**src/rtl/word_mem_sequencer.sv**
```systemverilog
// rtl/word_mem_sequencer.sv - serialises 32-bit load/store requests into little-endian byte accesses
module word_mem_sequencer #(
  parameter int ADDR_W     = 8,
  parameter int WORD_BYTES = 4
) (
  input  logic              clk,
  input  logic              rst,
  input  logic              req_valid,
  input  logic              req_write,
  input  logic [ADDR_W-1:0] req_addr,
  input  logic [31:0]       req_wdata,
  output logic              req_ready,
  output logic              resp_valid,
  output logic [31:0]       resp_rdata,
  output logic              misalign_err,
  output logic              mem_write,
  output logic [ADDR_W-1:0] mem_addr,
  output logic [7:0]        mem_wdata,
  input  logic [7:0]        mem_rdata
);

  localparam int CNT_W = $clog2(WORD_BYTES);
  localparam logic [CNT_W-1:0] LAST = CNT_W'(WORD_BYTES - 1);

  typedef enum logic [1:0] {IDLE, XFER, DONE, ERR} state_t;

  state_t            state;
  logic [ADDR_W-1:0] base_addr;
  logic [31:0]       wdata_q;
  logic              is_write;
  logic [CNT_W-1:0]  cnt;
  logic [31:0]       rdata_q;

  always_ff @(posedge clk) begin
    if (rst) begin
      state     <= IDLE;
      cnt       <= '0;
      rdata_q   <= '0;
      base_addr <= '0;
      wdata_q   <= '0;
      is_write  <= 1'b0;
    end else begin
      case (state)
        IDLE: begin
          if (req_valid) begin
            // Misaligned requests never touch the address/data registers.
            if (req_addr[1:0] == 2'b00) begin
              base_addr <= req_addr;
              wdata_q   <= req_wdata;
              is_write  <= req_write;
              cnt       <= '0;
              state     <= XFER;
            end else begin
              state <= ERR;
            end
          end
        end
        XFER: begin
          if (!is_write) rdata_q[8*cnt +: 8] <= mem_rdata;
          cnt <= cnt + 1'b1;
          if (cnt == LAST) state <= DONE;
        end
        DONE:    state <= IDLE;
        ERR:     state <= IDLE;
        default: state <= IDLE;
      endcase
    end
  end

  assign req_ready    = (state == IDLE);
  assign resp_valid   = (state == DONE) || (state == ERR);
  assign misalign_err = (state == ERR);
  assign resp_rdata   = rdata_q;
  assign mem_write    = (state == XFER) && is_write;
  assign mem_addr     = (state == XFER) ? base_addr + {{(ADDR_W-CNT_W){1'b0}}, cnt} : base_addr;
  assign mem_wdata    = mem_write ? wdata_q[8*cnt +: 8] : 8'h00;

endmodule

```
**config.mk**
```make
export PLATFORM = sky130hd
export DESIGN_NAME = word_mem_sequencer
export DESIGN_NICKNAME = d
export VERILOG_FILES = /design/src/rtl/word_mem_sequencer.sv
export SDC_FILE = /design/constraint.sdc
export NUM_CORES = 1
export LEC_CHECK = 0
export ABC_AREA = 1
export CAP_MARGIN = 15
export CORE_ASPECT_RATIO = 1.4
export CORE_MARGIN = 1
export CORE_UTILIZATION = 30
export DETAILED_ROUTE_END_ITERATION = 7
export PLACE_DENSITY = 0.65
export SLEW_MARGIN = 20
export SYNTH_ARGS = -nofsm -noshare
export SYNTH_HDL_FRONTEND = slang
export SYNTH_SLANG_ARGS = --single-unit
```
**constraint.sdc**
```tcl
create_clock -name clk -period 6.7 [get_ports clk]
set_input_delay 1.34 -clock clk [delete_from_list [all_inputs] [get_ports clk]]
set_output_delay 1.34 -clock clk [all_outputs]
set_load 0.05 [all_outputs]
```
### Word-level counts from Yosys, hierarchy flattened

Cells that the tools add are included.

* register bits: 77
* input bits: 52

* add/subtract/negate cells: 3
* equality and inequality tests: 7
* shift operators: 3
* multiplexer cells: 10
* bitwise operators: 1
* reductions and logical operators: 10

Operator list (count)
* negator 5 -> 34 bit: 1
* variable shift 8 x 34 -> 32 bit (first input constant): 1
* indexed part select 8 x 34 -> 32 bit: 1
* bitwise mux 32 bit: 1
* indexed part select 32 x 6 -> 8 bit: 1
* two-way mux 8 bit: 2
* two-way mux 2 bit: 5
* adder 8 x 2 -> 8 bit: 1
* == test 2 bit (second input constant): 3
* one-hot mux 2 bit (3 select lines): 1
* AND reduction 3 bit: 2
* logical NOT 2 bit: 2
* != test 2 bit (second input constant): 2
* one-hot mux 2 bit (2 select lines): 1
* AND reduction 2 bit: 2
* adder 2 x 1 -> 2 bit (second input constant): 1
* == test 2 x 1 -> 1 bit (second input constant): 1
* != test 2 x 1 -> 1 bit (second input constant): 1
* nonzero test 2 bit: 1
* OR reduction 2 bit: 1
* logical AND 1 bit: 1
* logical OR 1 bit: 1
* NOT 1 bit: 1

### Longest topological paths before layout

* depth after elaboration: 4
* mapped depth: 10

### Worst setup path before layout

Ideal clock, no wire load.

* path type: register to output
* start point: reg cnt[1]
* end point: out mem_addr[1]
* arrival: 2437 ps
* required time: 5360 ps
* setup slack: 2923 ps
* cell stages (with the launch flop): 5
* cell sequence: dfxtp_1 buf_2 clkinv_1 fa_1 o21ai_0

* word-level cells in the longest chain between the ends: 2

Ends and longest elaborated chain
* start, declared: line 31 `logic [CNT_W-1:0] cnt;`
* start signal, assigned: line 60 `cnt <= cnt + 1'b1;`
* adder 8 x 2 -> 8 bit: line 75 `assign mem_addr = (state == XFER) ? base_addr + {{(ADDR_W-CNT_W){1'b0}}, cnt} : base_addr;`
* two-way mux 8 bit: line 75
* end, declared: line 17 `output logic [ADDR_W-1:0] mem_addr,`

Every way passes these cells.

### Worst setup path after layout

* start point: reg cnt[1]
* end point: out mem_addr[4]

The elaborated chain is that of the path after synthesis.

==> flow_metrics.env <==
export IMPL_ant_nets=0
export IMPL_p_leak_nw=2.14
export IMPL_final_max_slew_violation_count=0
export IMPL_grt_max_degree=44
export IMPL_routed_wl_mm=10.7
export IMPL_synth_area_per_cell_um2=6.49
export IMPL_layout_commonest_cell="nand2_1"
export IMPL_synth_cells=580
export IMPL_cts_path_max_buffers=2
export IMPL_clkSlewWorstSetupHoldPaths_ns=0.06
export IMPL_fin_nets=730
export IMPL_syn2layout_area_growth_pct=38.4
export IMPL_min_period_ns=4.77
export IMPL_max_stage_delay_ns=0.79
export IMPL_cts_buffers_inserted=9
export IMPL_netlist_top_cells_area="dfxtp_1 41%, nand2_1 13%, nor2_1 12%"
export IMPL_synth_area_leader_cell="dfxtp_1"
export IMPL_clock_latency_ns=0.34
export IMPL_core_rowCount=48
export IMPL_cts_htree_levels=3
export IMPL_final_util=0.425
export IMPL_synthesis_area_um2=3760
export IMPL_met3_length_um=495
export IMPL_drtIter0Drc=151
export IMPL_slew_headroom=0.372
export IMPL_finalSetupViolations=0
export IMPL_path_cells="clkinv_1, fa_1, nor3_1, nand3b_1, nand2_1, clkdlybuf4s50_1"
export IMPL_r2r_setup_slack_ns=3.75
export IMPL_hp_class="reg -> reg"
export IMPL_wire_per_inst_um=12.9
export IMPL_die_h_um=135
export IMPL_max_freq_ghz=0.209
export IMPL_core_area_um2=12300
export IMPL_startpoint_type="flop"
export IMPL_viasPerCell=4.66
export IMPL_ys_ff_latch=77
export IMPL_port_buffer_count=103
export IMPL_cts_tree="done"
export IMPL_wirelength_met1_mm=4.46
export IMPL_drc=0
export IMPL_final_fill_count=1313
export IMPL_regToRegStartpoint="cnt[0]"
export IMPL_diodes=0
export IMPL_synth_seq_area_share=0.410
export IMPL_cts_resized=0
export IMPL_grt_usage=0.167
export IMPL_finClkSkew_ns=0.00552
export IMPL_ir_drop_mv=0.108
export IMPL_drv_cap=0
export IMPL_clock_sinks=77
export IMPL_critPathLaunch="cnt[1]"
export IMPL_first_pass_iters=5
export IMPL_grt_pass1_vias=3687
export IMPL_arrival_ns=3.43
export IMPL_reg2reg_depth=9
export IMPL_num_vias=3841
export IMPL_crit_required_ns=5.36
export IMPL_ios=104
export IMPL_critPathKind="reg -> out"
export IMPL_fin_tns_setup_ns=0
export IMPL_crit_path_max_fanout=14
export IMPL_powerDensity_nw_per_um2=238
export IMPL_top_layer="met4"
export IMPL_cts_root_buf="clkbuf_16"
export IMPL_crit_path_top_delay_cell="clkdlybuf4s50_1"
export IMPL_fp_dieW_um=96.6
export IMPL_postCtsHoldBufs=0
export IMPL_grt_pass1_wl_mm=17.4
export IMPL_crit_buf_inv=2
export IMPL_start_util=0.307
export IMPL_finalCritPeriodShare=0.713
export IMPL_grt_antenna_before_repair=0
export IMPL_cts_setup_buffers=0
export IMPL_tightest_slew_ns=0.936
export IMPL_synth_top_area_frac=0.410
export IMPL_synthDistinctLibCells=20
export IMPL_route_met2_wl_mm=5.53
export IMPL_setup_worst_path_end_class="primary output"
export IMPL_critPathCapture="mem_addr[4]"
export IMPL_gp_congestion=0.854
export IMPL_yosys_warnings=0
export IMPL_drive_gt1_frac=0.0430
export IMPL_dieArea_um2=13000
export IMPL_r2r_end="resp_rdata[8]"
export IMPL_critPathTopFamily="buffers and inverters"
export IMPL_finalHoldViolCount=0
export IMPL_rsz0062_at_grt="false"
export IMPL_final_cell_mix="133 x nand2_1, 119 x nor2_1, 103 x clkdlybuf4s50_1"
export IMPL_place_hpwl_mm=7.91
export IMPL_critical_path_depth=6
export IMPL_syn_nets=641
export IMPL_gr_total_overflow=0
export IMPL_status="complete, no violations"
area by class of cell:
cell class	instances	area, um^2	share of cell area
Timing Repair Buffer	108	1070	0.205
Tap cell	150	188	0.0360
Clock buffer	9	225	0.0432
Inverter	57	214	0.0411
Multi-Input combinational cell	416	1870	0.360
Clock inverter	7	98.8	0.0190
Sequential cell	77	1540	0.296
tightest hold or removal path, stage by stage, from the launching register on:
cell and delay, ns:
dfxtp_1 0.30, nand2_1 0.06, a21oi_1 0.06
stage by stage:
stage	hold slack (ns)	std cells	setup WS, ns	area (um^2)	power (W)
6_report	0.466	824	1.93	5210	0.00124
5_1_grt	0.488	824	1.64	5210	0.00129
4_1_cts	0.467	824	1.91	5210	0.00125
3_5_place_dp	0.458	808	2.30	4880	0.000726
3_3_place_gp	0.451	808	2.40	4880	0.000723
2_1_floorplan	0.441	580	2.92	3760	0.000645
flip-flops by register name (all words and copies together) (netlist names):
signal and count:
wdata_q 32, state 2, cnt 2, resp_rdata 32, is_write 1, base_addr 8
power breakdown:
part	internal [W]	switching (W)	leakage [nW]
registers	0.000476	0.0000165	0.624
clock network	0.000328	0.000196	0.156
logic	0.0000817	0.000141	1.36
Yosys cell counts, drive strengths merged:
cell type / instances
nand2: 138
nor2: 122
dfxtp: 77
nand3: 58
inv: 55
a21oi: 51
buf: 19
o21ai: 19
clkbuf: 11
nor3: 10
ha: 8
nand4: 5
clkinv: 2
nand3b: 2
fa: 1
or2: 1
xnor2: 1
routing by layer:
layer  up-vias  track usage
met3        10       0.0362
met1      1724        0.185
met5         -            0
met4         0       0.0630
met2       103        0.309
li1       2004            -
logic make-up (layout without fill, tap and decap cells):
logic type / count (synthesis) / count (layout) / share of synthesized area
compound gates: 70 / 70 / 0.0931
xor+xnor: 1 / 1 / 0.00233
fa+ha+maj: 9 / 9 / 0.0319
buf+inv: 87 / 181 / 0.0938
flops: 77 / 77 / 0.410
simple gates: 336 / 336 / 0.369
worst min path at each step:
stage,start,depth (start not counted),endpoint,slack (ns)
after global routing,wdata_q[23],2,wdata_q[23],0.49
final,wdata_q[12],2,wdata_q[12],0.47
after floorplan,wdata_q[10],2,wdata_q[10],0.44
after CTS,wdata_q[31],2,wdata_q[31],0.47
after global placement,wdata_q[13],2,wdata_q[13],0.45
after detailed placement,wdata_q[31],2,wdata_q[31],0.46
No activity file was read; power rests on OpenSTA's default activity.
